<file path="config.mk">
export PLATFORM = sky130hd
export DESIGN_NAME = uart_io_cmd_ctrl
export DESIGN_NICKNAME = d
export VERILOG_FILES = /design/src/rtl/uart_io_cmd_ctrl.sv
export SDC_FILE = /design/constraint.sdc
export NUM_CORES = 1
export LEC_CHECK = 0
export CAP_MARGIN = 10
export CORE_MARGIN = 1
export CORE_UTILIZATION = 40
export CTS_CLUSTER_DIAMETER = 150
export DETAILED_ROUTE_END_ITERATION = 16
export SETUP_SLACK_MARGIN = 0.15
export SLEW_MARGIN = 0
export SYNTH_ARGS = -nofsm -noshare
export SYNTH_HDL_FRONTEND = slang
export SYNTH_SLANG_ARGS = --single-unit
export TNS_END_PERCENT = 20
</file>
<file path="constraint.sdc">
create_clock -name sys_clk -period 4.85 [get_ports sys_clk]
set_clock_uncertainty 0.05 [all_clocks]
set_input_delay 0.97 -clock sys_clk [delete_from_list [all_inputs] [get_ports sys_clk]]
set_output_delay 0.97 -clock sys_clk [all_outputs]
set_load 0.05 [all_outputs]
</file>
<file path="src/rtl/uart_io_cmd_ctrl.sv">
// uart_io_cmd_ctrl: UART command parser driving board outputs, with replies and key-event reporting
module uart_io_cmd_ctrl #(
  parameter int N_OUT       = 8,
  parameter int N_IN        = 4,
  parameter int TIMEOUT_CYC = 50_000_000
) (
  input  logic             sys_clk,
  input  logic             sys_rst_n,
  input  logic             rx_done,
  input  logic [7:0]       rx_data,
  input  logic             tx_busy,
  output logic             tx_en,
  output logic [7:0]       tx_data,
  input  logic [N_IN-1:0]  key_in,
  output logic [N_OUT-1:0] out_pin,
  output logic             cmd_err
);
  typedef enum logic {P_IDLE, P_ARG} p_state_t;
  typedef enum logic [1:0] {T_IDLE, T_SEND, T_HOLD, T_WAIT} t_state_t;

  p_state_t         r_p_state, w_p_nxt;
  t_state_t         r_t_state, w_t_nxt;
  logic             r_rx_done_old;
  logic [N_IN-1:0]  r_key_old, r_pend, w_pend_clr;
  logic [7:0]       r_op, r_rep_byte, r_tx_byte, w_rep_byte, w_ld_byte, w_idx;
  logic [31:0]      r_tcnt;
  logic             r_rep_pend, r_sel_rep;
  logic             w_stb, w_arg_ok, w_op_ld, w_rep_set, w_err, w_ld, w_ld_rep, w_rep_clr;
  logic [N_OUT-1:0] w_mask, w_out_nxt;
  logic [2:0]       w_kidx;

  assign w_stb    = rx_done & ~r_rx_done_old;
  assign w_idx    = rx_data - 8'h31;
  assign w_arg_ok = rx_data >= 8'h31 && rx_data <= 8'h39 && 32'(w_idx) < N_OUT;
  assign w_mask   = N_OUT'(1) << w_idx[3:0];
  assign tx_data  = r_tx_byte;

  // Parser next state: opcode latch, argument apply, reply/error selection, argument timeout
  always_comb begin
    w_p_nxt    = r_p_state;
    w_out_nxt  = out_pin;
    w_op_ld    = 1'b0;
    w_rep_set  = 1'b0;
    w_rep_byte = 8'h6B;
    w_err      = 1'b0;
    if (r_p_state == P_IDLE) begin
      if (w_stb) begin
        if (rx_data == 8'h61 || rx_data == 8'h62 || rx_data == 8'h74) begin
          w_op_ld = 1'b1;
          w_p_nxt = P_ARG;
        end else if (rx_data == 8'h7A) begin
          w_out_nxt = '0;
          w_rep_set = 1'b1;
        end else if (rx_data != 8'h0D && rx_data != 8'h0A) begin
          w_rep_set  = 1'b1;
          w_rep_byte = 8'h3F;
          w_err      = 1'b1;
        end
      end
    end else if (w_stb) begin
      w_p_nxt   = P_IDLE;
      w_rep_set = 1'b1;
      if (w_arg_ok)
        w_out_nxt = r_op == 8'h61 ? out_pin | w_mask : r_op == 8'h62 ? out_pin & ~w_mask : out_pin ^ w_mask;
      else begin
        w_rep_byte = 8'h3F;
        w_err      = 1'b1;
      end
    end else if (r_tcnt == 32'(TIMEOUT_CYC - 1)) begin
      w_p_nxt = P_IDLE;
    end
  end

  // Parser registers: state, opcode, timeout counter (runs only while waiting for the argument), outputs
  always_ff @(posedge sys_clk or negedge sys_rst_n) begin
    if (!sys_rst_n) begin
      r_p_state <= P_IDLE;
      r_op      <= '0;
      r_tcnt    <= '0;
      out_pin   <= '0;
      cmd_err   <= 1'b0;
    end else begin
      r_p_state <= w_p_nxt;
      r_op      <= w_op_ld ? rx_data : r_op;
      r_tcnt    <= r_p_state == P_ARG ? r_tcnt + 32'd1 : '0;
      out_pin   <= w_out_nxt;
      cmd_err   <= w_err;
    end
  end

  // Lowest-index pending key event
  always_comb begin
    w_kidx = '0;
    for (int i = N_IN - 1; i >= 0; i--)
      if (r_pend[i]) w_kidx = 3'(i);
  end

  // TX next state: replies before key events, one strobe per byte, then wait out the transmitter
  always_comb begin
    w_t_nxt    = r_t_state;
    tx_en      = 1'b0;
    w_ld       = 1'b0;
    w_ld_rep   = 1'b0;
    w_ld_byte  = '0;
    w_pend_clr = '0;
    w_rep_clr  = 1'b0;
    if (r_t_state == T_IDLE) begin
      if (r_rep_pend) begin
        w_ld      = 1'b1;
        w_ld_rep  = 1'b1;
        w_ld_byte = r_rep_byte;
        w_t_nxt   = T_SEND;
      end else if (|r_pend) begin
        w_ld       = 1'b1;
        w_ld_byte  = 8'h61 + 8'(w_kidx);
        w_pend_clr = N_IN'(1) << w_kidx;
        w_t_nxt    = T_SEND;
      end
    end else if (r_t_state == T_SEND) begin
      tx_en     = 1'b1;
      w_rep_clr = r_sel_rep;
      w_t_nxt   = T_HOLD;
    end else if (r_t_state == T_HOLD) begin
      w_t_nxt = T_WAIT;
    end else if (!tx_busy) begin
      w_t_nxt = T_IDLE;
    end
  end

  // TX registers; a reply written while the old one is being taken stays pending so the newest wins
  always_ff @(posedge sys_clk or negedge sys_rst_n) begin
    if (!sys_rst_n) begin
      r_t_state <= T_IDLE;
      r_tx_byte <= '0;
      r_sel_rep <= 1'b0;
    end else begin
      r_t_state <= w_t_nxt;
      r_tx_byte <= w_ld ? w_ld_byte : r_tx_byte;
      r_sel_rep <= w_ld ? w_ld_rep & ~w_rep_set : r_sel_rep;
    end
  end

  // Edge history, key-event mask (set beats clear) and the single reply slot (set beats clear)
  always_ff @(posedge sys_clk or negedge sys_rst_n) begin
    if (!sys_rst_n) begin
      r_rx_done_old <= 1'b0;
      r_key_old     <= '0;
      r_pend        <= '0;
      r_rep_pend    <= 1'b0;
      r_rep_byte    <= '0;
    end else begin
      r_rx_done_old <= rx_done;
      r_key_old     <= key_in;
      r_pend        <= (r_pend & ~w_pend_clr) | (r_key_old & ~key_in);
      r_rep_pend    <= w_rep_set | (r_rep_pend & ~w_rep_clr);
      r_rep_byte    <= w_rep_set ? w_rep_byte : r_rep_byte;
    end
  end
endmodule

</file>
Word-level counts from Yosys, hierarchy flattened
Index checks and enable logic that the tools add are counted.
Storage, ports and cells
  logic and storage cells: 121
  register bits after elaboration: 79
Cells by class
  bitwise logic cells: 16
  reductions and logical operators: 10
  shift operators: 2
  $lt $le $gt $ge: 3
  $add $sub $neg: 3
  eq/ne operators: 15
  muxes and demuxes: 59
Operators with widths (count)
  8-bit two-way mux: 12
  8-bit by 7-bit equality test with 1-bit output, second input constant: 6
  7-bit two-way mux: 6
  32-bit by 1-bit adder with 32-bit output, second input constant: 1
  32-bit by 26-bit equality test with 1-bit output, second input constant: 1
  32-bit two-way mux: 1
  1-bit two-way mux: 27
  8-bit by 4-bit != test with 1-bit output, second input constant: 2
  2-bit two-way mux: 7
  4-bit two-way mux: 3
  3-bit two-way mux: 3
  7-bit by 3-bit adder with 8-bit output, first input constant: 1
  4-bit AND: 2
  8-bit AND: 1
  8-bit by 6-bit greater-or-equal comparator with 1-bit output, second input constant: 1
  8-bit by 6-bit <= comparator with 1-bit output, second input constant: 1
  8-bit by 4-bit less-than comparator with 1-bit output, second input constant: 1
  4-bit NOT: 2
  8-bit NOT: 1
  8-bit OR: 1
  1-bit by 4-bit << shifter with 8-bit output, first input constant: 1
  8-bit by 6-bit subtractor with 8-bit output, second input constant: 1
  8-bit bitwise XOR: 1
  4-bit by 1-bit != test with 1-bit output, second input constant: 1
  17 further kinds: 24

Longest topological paths before layout
Gate-level depths: netlist of run 1.
  depth after elaboration: 11
  mapped depth: 8
  gate-level depth less buffers: 7

Worst setup path after synthesis of run 1
Ideal clock, no wire load.
  path kind: input to register
  start: input rx_data[0]
  end: register r_op[0]
  slack: 2.388 ns
  arrival: 2.287 ns
  library setup time: 0.125 ns
  buffers on the path: 0
  cell stages on the path: 4
  cells stage by stage: or4b_4 -> a311oi_4 -> nand2_4 -> mux2_4
Between the ends
  longest elaborated chain between the ends: 6
  elaborated cells on any way between the ends: 8
Ends and longest elaborated chain
  start: declaration: line 10  | input logic [7:0] rx_data,
  8-bit by 7-bit equality test with 1-bit output: line 48  | if (rx_data == 8'h61 || rx_data == 8'h62 || rx_data == 8'h74) begin
  1-bit logical OR (2 in a row): line 48
  1-bit two-way mux: line 48
  1-bit two-way mux: line 47  | if (w_stb) begin
  1-bit two-way mux: line 46  | if (r_p_state == P_IDLE) begin
  end signal: assignment: line 84  | r_op <= w_op_ld ? rx_data : r_op;
  end: declaration: line 25  | logic [7:0] r_op, r_rep_byte, r_tx_byte, w_rep_byte, w_ld_byte, w_idx;
Parallel ways exist; a longest one is shown, timed or not.
A chain may end at the register's enable or synchronous reset.

Worst setup path in the final report of run 1
  start: input rx_data[0]
  end: register out_pin[3]
Between the ends
  longest elaborated chain between the ends: 9
  elaborated cells on any way between the ends: 26
Ends and longest elaborated chain
  parallel branches: the longest is 9 deep, another holds 8-bit by 6-bit subtractor with 8-bit output
  end signal: assignment: line 86  | out_pin <= w_out_nxt;
  end: declaration: line 15  | output logic [N_OUT-1:0] out_pin,
Parallel ways; which one is timed is not known. The select of a mux whose other input is x is not followed.

==> summary.md, run 1 <==
| Metric | Value |
|---|---|
| Status | `completed` |
| TritonCTS clock tree | `done` |
| Cell row count | `36` |
| Design area | `4778 um^2` |
| Post-Layout Cell Count | `594` |
| Syn-to-layout area delta | `14.51%` |
| Worst min-delay path startpoint | `r_tcnt[0]` |
| Root Driver | `clkbuf_8` |
| Die H | `104.1 um` |
| DP Area | `4582 um^2` |
| DRT antenna net count | `0` |
| Iter 0 DRT Violations | `100` |
| Mapped Cells | `431` |
| Commonest cells after routing, fill and taps aside | `dfrtp_1, nand2_1, clkdlybuf4s50_1, a21oi_1` |
| # setup viols final | `0` |
| Residual DRC | `0` |
| Ant. Diodes | `0` |
| Critical Path Source | `rx_data[0]` |
| Post-CTS setup buffer count | `0` |
| Hold WC Path Type | `reg -> reg` |
| Setup CP Type | `in -> reg` |
| Grt ovf | `0` |
| Synth Net Count | `471` |
| Synth warn | `0` |
| Via count | `3,345` |
| Total GRT Usage | `17.87%` |
| Static leakage | `1.915 nW` |
| WP data required | `5040 ps` |
| Worst-path fanout max | `15` |
| Seq cells post-synth | `73` |
| Post-CTS sizing | `0` |
| Fin util | `48.00%` |
| Initial antenna violation count | `0` |
| Cells after DPL | `578` |
| Cell variety after synth | `55` |
| Pwr/cell area | `332.7 nW/um^2` |
| Clock latency on the worst-skew pair | `350 ps` |
| Pin count of the biggest net entering global routing | `74` |
| Rel. slew slack | `29.11%` |
| TNS Setup | `0 ps` |
| Max Clk Rate | `331.4 MHz` |
| Post-cts hold buffer count | `0` |
| Initial Util | `41.92%` |
| Fin. Hold Viols | `0` |
| Final WL | `9.071 mm` |
| Least-Margin Pin Slew | `1062 ps` |
| Most common cell after layout, fill and taps aside | `dfrtp_1` |
| Vias in the first global route | `3,270` |
| Final Cycle Share | `62.21%` |
| Syn avg cell area | `9.682 um^2` |
| Max-cap viol count | `0` |
| Worst r2r src | `r_p_state` |
| Num ports | `34` |
| Num CTS Buffers | `9` |
| EDFF count, synth | `0` |
| Clock sink total | `73` |
| Via density | `5.631` |
| Max Slew Vio Count | `0` |
| RSZ-0062 raised after global routing | `false` |
| Htree depth | `3` |
| First-pass GRT wire length | `15.66 mm` |
| Die area | `10,840 um^2` |
| Synth Flop Type | `dfrtp_1` |
| Peak VDD IR | `0.1815 mV` |
| CTS Buffer Depth | `2` |
| Synth Cell Area | `4173 um^2` |
| WL per Instance | `15.27 um` |
| Fraction of registers with async set/reset | `100.0%` |
| Nets | `496` |
| DR pass1 iterations | `4` |
| Die Width | `104.1 um` |
| IO buf count | `32` |
| Period minus WS final | `3017 ps` |
| Register area share after synthesis | `43.78%` |
| Flop2flop setup slack | `2400 ps` |
| Worst-path clk slew | `80 ps` |
| Startpoint Class | `input port` |
| Share of cells above drive strength 1 | `5.857%` |
| Arrival time worst endpoint | `3210 ps` |
| GP Congestion | `0.8302` |
| Dpl hpwl | `6.261 mm` |
| CP Capture Type | `register` |
| Core Region | `9955 um^2` |
==> through the flow <==
step / hold WS [ps] / setup slack, ps / power [mW]
final: 433.6 / 1833 / 1.590
after global routing: 448.1 / 1676 / 1.681
after CTS: 433.0 / 1878 / 1.617
after detailed placement: 422.4 / 1506 / 1.127
after global placement: 408.3 / 1586 / 1.118
after floorplan: 388.1 / 2388 / 0.9939
==> path summary, 6_finish.rpt <==
| kind | endpoint | depth (start not counted) |
|---|---|---|
| max in group asynchronous | r_op[4] | 1 |
| hold / removal | r_tcnt[0] | 1 |
| min in group asynchronous | r_tcnt[2] | 1 |
| setup reg to reg | out_pin[3] | 4 |
| hold reg to reg | r_tcnt[0] | 1 |
| setup / recovery | out_pin[3] | 5 |
==> registers in the layout, summed over array words and instances (netlist names), 2 cells and up <==
name        flops
out_pin         8
r_op            8
r_pend          4
r_key_old       4
r_rep_byte      3
r_t_state       2
tx_data         7
r_tcnt         32
==> cell usage after synthesis, types with 8 or more instances <==
library cell | instances | area share, %
xor2_1 | 8 | 1.7
nand3_1 | 15 | 1.8
or4_1 | 12 | 2.2
nor2_1 | 24 | 2.2
dfrtp_1 | 73 | 44
nand4_1 | 10 | 1.5
a21oi_1 | 25 | 3.0
o31ai_1 | 12 | 2.2
nor4_1 | 13 | 1.9
nand2_1 | 36 | 3.2
ha_1 | 24 | 7.2
inv_1 | 24 | 2.2
a32o_1 | 10 | 2.4
nor2b_1 | 13 | 1.9
a31oi_1 | 8 | 1.2
clkbuf_1 | 12 | 1.1
o21ai_0 | 20 | 2.4
==> routing by layer <==
layer | vias to the layer above | wire (um) | GRT usage (%)
met3 | 12 | 280 | 3.133
met2 | 47 | 4404 | 30.62
met4 | 0 | 105 | 5.918
met5 | - | 0 | 0
li1 | 1642 | - | -
met1 | 1644 | 4280 | 22.77
==> where the power goes <==
part	switching (mW)	internal [mW]	leakage, nW
logic	0.259	0.146	0.881
registers	0.0434	0.663	0.939
clock network	0.228	0.250	0.0953
==> cell families after synthesis <==
group	Yosys count	synth area share, %
other	1	0.08987
buffers and inverters	43	4.138
multiplexers	5	1.679
flip-flops	73	43.78
adder cells (fa/ha/maj)	24	7.196
AO/OA/AOI/OAI	100	16.43
AND/OR/NAND/NOR	171	23.75
XOR/XNOR	14	2.939
==> worst max-delay path: stages <==
cell and delay (ps):
clkdlybuf4s50_1 640, o31a_1 400, nor4_2 490, o21ai_1 390, a32o_1 310
==> final cells by class <==
class                   count  area [um^2]
multi-input cells         315         2173
fillers                   949         5176
clock buffers              11        141.4
well taps                 133        166.4
repair buffers             33        325.3
clock inverters             5        55.05
flip-flops and latches     73         1827
inverters                  24        90.09
Power figures use the tool's default switching activity.
==> run 2: changes to the inputs <==
==> constraint.sdc (replaced) <==
create_clock -name sys_clk -period 3.1 [get_ports sys_clk]
set_clock_uncertainty 0.05 [all_clocks]
set_input_delay 0.62 -clock sys_clk [delete_from_list [all_inputs] [get_ports sys_clk]]
set_output_delay 0.62 -clock sys_clk [all_outputs]
set_load 0.05 [all_outputs]
==> run 2 against run 1 <==
Net effect: hold slack got worse by 83 ps; global-route usage increased by 0.090 points; clock-buffer cell count is 1 lower; combinational power up 58%; sequential share of layout area shrank 0.73 points; clock power rose by 79%; sequential power increased by 57%; non-clock buffer count rose by 8; critical path depth did not move; critical path type unchanged; highest routed layer unchanged.
==> summary.md, run 2 (synthesis gave the netlist of run 1 again) <==
| Metric | Value |
|---|---|
| TritonCTS clock tree | `done` |
| WP data required | `3290 ps` |
| CP top delay family | `buffers and inverters` |
| Nets | `504` |
| Largest registers | `r_tcnt (32), out_pin (8), r_op (8)` |
| First-pass GRT wire length | `15.76 mm` |
| Dpl hpwl | `6.293 mm` |
| Fin. Hold Viols | `0` |
| Clock power frac | `32.9%` |
| Via count | `3,405` |
| Cell row count | `36` |
| Pwr/cell area | `534.8 nW/um^2` |
| Commonest cells after routing, fill and taps aside | `dfrtp_1, nand2_1, clkdlybuf4s50_1, a21oi_1` |
| Die area | `10,840 um^2` |
| Flop2flop setup slack | `790 ps` |
| DRT antenna net count | `0` |
| Total GRT Usage | `17.96%` |
| # setup viols final | `0` |
| Clock latency on the worst-skew pair | `360 ps` |
| Most common cell after layout, fill and taps aside | `dfrtp_1` |
| Hold WC Path Type | `in -> async` |
| Post-Layout Cell Count | `602` |
| Die H | `104.1 um` |
| Die Width | `104.1 um` |
| Final Hold Slack | `350.4 ps` |
| IO buf count | `32` |
| Pin count of the biggest net entering global routing | `74` |
| Reg area | `1827 um^2` |
| WL per Instance | `15.16 um` |
| Static leakage | `1.975 nW` |
| Setup ws final | `526.8 ps` |
| Initial Util | `41.92%` |
| DR pass1 iterations | `4` |
| Ant. Diodes | `0` |
| Iter 0 DRT Violations | `167` |
| Worst-path fanout max | `14` |
| Period minus WS final | `2573 ps` |
| Max-cap viol count | `0` |
| Max FFs per register | `32` |
| Status | `completed` |
| Post-cts hold buffer count | `0` |
| Clock sink total | `73` |
| Multi-input gate area | `2173 um^2` |
| Largest Register | `r_tcnt` |
| Arrival time worst endpoint | `2760 ps` |
| Startpoint Class | `input port` |
| Share of cells above drive strength 1 | `7.676%` |
| Pint | `1.750 mW` |
| Residual DRC | `0` |
| Max Clk Rate | `388.6 MHz` |
| Num ports | `34` |
| Via density | `5.656` |
| CP max stage cell | `clkdlybuf4s50_1` |
| CTS Buffer Depth | `2` |
| Final WL | `9.125 mm` |
| Crit path cell chain | `clkdlybuf4s50_1, or4bb_1, a311oi_4, nand2_4, mux2_4` |
| Grt ovf | `0` |
| Initial antenna violation count | `0` |
| Overall Power | `2.605 mW` |
| Peak VDD IR | `0.3906 mV` |
| GP Congestion | `0.7878` |
| Sequential power share | `42.5%` |
| Sw power | `0.8548 mW` |
| Vias in the first global route | `3,263` |
| Cells after DPL | `586` |
| Post-CTS sizing | `0` |
| Least-Margin Pin Slew | `916.9 ps` |
| Worst-path clk slew | `80 ps` |
| RSZ-0062 raised after global routing | `false` |
| Syn-to-layout area delta | `16.73%` |
| Slowest stage delay, CP | `750 ps` |
| Comb power frac | `24.6%` |
| Post-Place Worst Slack | `169.7 ps` |
| Fillers | `926` |
| Num CTS Buffers | `9` |
| Setup CP Type | `in -> reg` |
| Post-CTS setup buffer count | `0` |
| Final Cycle Share | `83.01%` |
| TNS Setup | `0 ps` |
| Critical Path Source | `rx_data[2]` |
| Buf+Inv Stages, Crit Path | `1` |
| Core Region | `9955 um^2` |
| CP Capture Type | `register` |
| Worst r2r src | `r_tcnt[5]` |
| Sw frac | `32.81%` |
| Rel. slew slack | `38.88%` |
| Max Slew Vio Count | `0` |
| Root Driver | `clkbuf_8` |
| Htree depth | `3` |
[run 2: cell types whose count changed in the layout (fill, tap and decap cells not counted)]
cell	previous run	this run
buf_4	2	10
bufinv_16	1	2
clkbuf_1	1	0
clkinv_2	2	1
clkinv_4	0	3
clkinvlp_4	2	0
[run 2: final timing paths]
kind / end / cells after the start
setup / recovery: r_op[4] / 5
hold / removal: r_tcnt[18] / 1
setup reg to reg: r_tcnt[25] / 4
hold reg to reg: r_tcnt[0] / 1
max in group asynchronous: tx_data[2] / 1
min in group sys_clk: r_tcnt[0] / 1
[run 2: worst reg2reg max path: stages (launching register included)]
cell,delay [ps]
dfrtp_1,430
and4_1,380
nand4_1,570
or4_1,670
a21oi_1,150
[run 2: metal layers]
metal  up-vias  routed length, um  GRT usage (%)
met5         -                  0              0
met4         0                134          5.510
met3        11                288          4.261
met2        61               4450          29.81
met1      1674               4252          23.16
li1       1659                  -              -
[run 2: power groups by stage]
| stage | registers, mW | logic [mW] | clock network (mW) |
|---|---|---|---|
| 2_1_floorplan | 1.23 | 0.324 | 0 |
| 3_3_place_gp | 1.12 | 0.633 | 0 |
| 3_5_place_dp | 1.13 | 0.644 | 0 |
| 4_1_cts | 1.11 | 0.645 | 0.885 |
| 5_1_grt | 1.12 | 0.701 | 0.919 |
| 6_report | 1.11 | 0.641 | 0.857 |
[run 2: through the flow]
| step | instance area [um^2] | utilization, % |
|---|---|---|
| detailed placement | 4642 | 46.63 |
| CTS | 4871 | 48.93 |
| floorplan | 4173 | - |
| finish | 4871 | 48.93 |
| global route | 4871 | 48.93 |
| global placement | 4642 | 46.63 |
[run 2: cell type report]
cell class / instances / area share [%]
multi-input combinational: 315 / 44.62
inverter: 24 / 1.849
timing repair buffer: 41 / 7.912
clock inverter: 6 / 1.875
clock buffer: 10 / 2.826
tap: 133 / 3.416
sequential: 73 / 37.50
==> run 3: changes to the inputs <==
==> constraint.sdc (replaced) <==
create_clock -name sys_clk -period 2.5 [get_ports sys_clk]
set_clock_uncertainty 0.05 [all_clocks]
set_input_delay 0.5 -clock sys_clk [delete_from_list [all_inputs] [get_ports sys_clk]]
set_output_delay 0.5 -clock sys_clk [all_outputs]
set_load 0.05 [all_outputs]
==> run 3 against run 2 <==
Net effect: hold slack worse by 330 ps; via count is 0.32% lower; first-iteration DRC count is 19% lower.
==> summary.md, run 3 (synthesis gave the netlist of run 1 again) <==
| Metric | Value |
|---|---|
| Status | `completed` |
| Dpl hpwl | `6.566 mm` |
| Die area | `10,840 um^2` |
| RSZ-0062 raised after global routing | `false` |
| Max-cap viol count | `0` |
| Initial antenna violation count | `0` |
| Cell row count | `36` |
| Iter 0 DRT Violations | `136` |
| Initial Util | `41.92%` |
| DRT antenna net count | `0` |
| CP Capture Type | `register` |
| Syn-to-layout area delta | `19.10%` |
| Final Cycle Share | `90.74%` |
| Most common cell after layout, fill and taps aside | `dfrtp_1` |
| TritonCTS clock tree | `done` |
| Num ports | `34` |
| IO buf count | `32` |
| Num CTS Buffers | `9` |
| Fillers | `917` |
| Fin util | `49.92%` |
| GP Congestion | `0.8078` |
| Htree depth | `3` |
| Worst-path fanout max | `9` |
| Commonest cells after routing, fill and taps aside | `dfrtp_1, nand2_1, clkdlybuf4s50_1, buf_4, a21oi_1` |
| Max Slew Vio Count | `0` |
| Hold WC Path Type | `in -> async` |
| Max FFs per register | `32` |
| Residual DRC | `0` |
| Grt ovf | `0` |
| Period minus WS final | `2269 ps` |
| Reg area | `1827 um^2` |
| Worst-path clk slew | `90 ps` |
| Die H | `104.1 um` |
| Largest registers | `r_tcnt (32), out_pin (8), r_op (8)` |
| Via density | `5.483` |
| Via count | `3,394` |
| Startpoint Class | `input port` |
| Max Clk Rate | `440.8 MHz` |
| Core Region | `9955 um^2` |
| Least-Margin Pin Slew | `550.2 ps` |
| Root Driver | `clkbuf_8` |
| Total GRT Usage | `18.24%` |
| Nets | `521` |
| Pwr/cell area | `619.3 nW/um^2` |
| Rel. slew slack | `63.22%` |
| First-pass GRT wire length | `16.22 mm` |
| Static leakage | `2.042 nW` |
| Clock sink total | `73` |
| Clock latency on the worst-skew pair | `350 ps` |
| CTS Buffer Depth | `2` |
| Die Width | `104.1 um` |
| Share of cells above drive strength 1 | `11.11%` |
| Flop2flop setup slack | `410 ps` |
| Fin. Hold Viols | `0` |
| Pin count of the biggest net entering global routing | `46` |
| Arrival time worst endpoint | `2450 ps` |
| Final WL | `9.235 mm` |
| Peak VDD IR | `0.3567 mV` |
| DR pass1 iterations | `5` |
| Multi-input gate area | `2176 um^2` |
| Final Hold Slack | `18.90 ps` |
| WL per Instance | `14.92 um` |
| WP data required | `2680 ps` |
| Post-CTS setup buffer count | `0` |
| Largest Register | `r_tcnt` |
| Vias in the first global route | `3,399` |
| # setup viols final | `0` |
| Setup CP Type | `in -> reg` |
| Ant. Diodes | `0` |
==> run 3: worst max-delay path, cell delays in order <==
cell             delay [ps]
clkdlybuf4s50_1         570
or4b_4                  500
a311oi_4                390
nand2_4                 160
mux2_4                  320
==> run 3: what timing repair did <==
item                       4_1_cts  5_1_grt
resized for setup                1        2
setup endpoints to repair        1        8
hold buffers                     0        0
==> run 3: area by class of cell <==
type,instances,share of cell area (%)
multi-input combinational,315,43.78
inverter,24,1.813
sequential,73,36.76
clock inverter,7,1.208
tap,133,3.348
clock buffer,9,2.492
timing repair buffer,58,10.60
==> run 3: path summary, 6_finish.rpt <==
check | startpoint | endpoint | cells past startpoint
min in group sys_clk | r_tcnt[0] | r_tcnt[0] | 1
min | sys_rst_n | r_tcnt[3] | 1
max | rx_data[1] | r_op[4] | 5
max in group asynchronous | sys_rst_n | out_pin[2] | 2
max reg2reg | r_tcnt[0] | r_tcnt[28] | 5
min reg2reg | r_tcnt[0] | r_tcnt[0] | 1
==> run 3: metal layers <==
layer	global-route usage [%]	share of wire, %	up-vias
li1	-	-	1681
met1	24.99	49	1649
met2	29.00	47	55
met3	2.632	3.0	9
met4	7.347	1.2	0
met5	0	0	-
==> run 3: stage by stage <==
| step | worst slack, ps | total power [mW] | instance area, um^2 | instances | TNS, ps |
|---|---|---|---|---|---|
| 3_5_place_dp | -199.1 | 2.214 | 4782 | 603 | -1980 |
| 5_1_grt | 169.8 | 3.244 | 4970 | 619 | 0 |
| 6_report | 231.5 | 3.078 | 4970 | 619 | 0 |
| 2_1_floorplan | 507.6 | 1.928 | 4173 | 431 | 0 |
| 3_3_place_gp | -132.2 | 2.195 | 4782 | 603 | -868.4 |
| 4_1_cts | 168.7 | 3.110 | 4965 | 619 | 0 |
==> run 3: power by group <==
part           total, mW  internal (mW)  switching [mW]
clock              0.898          0.378           0.520
sequential          1.37           1.29          0.0845
combinational      0.810          0.301           0.509
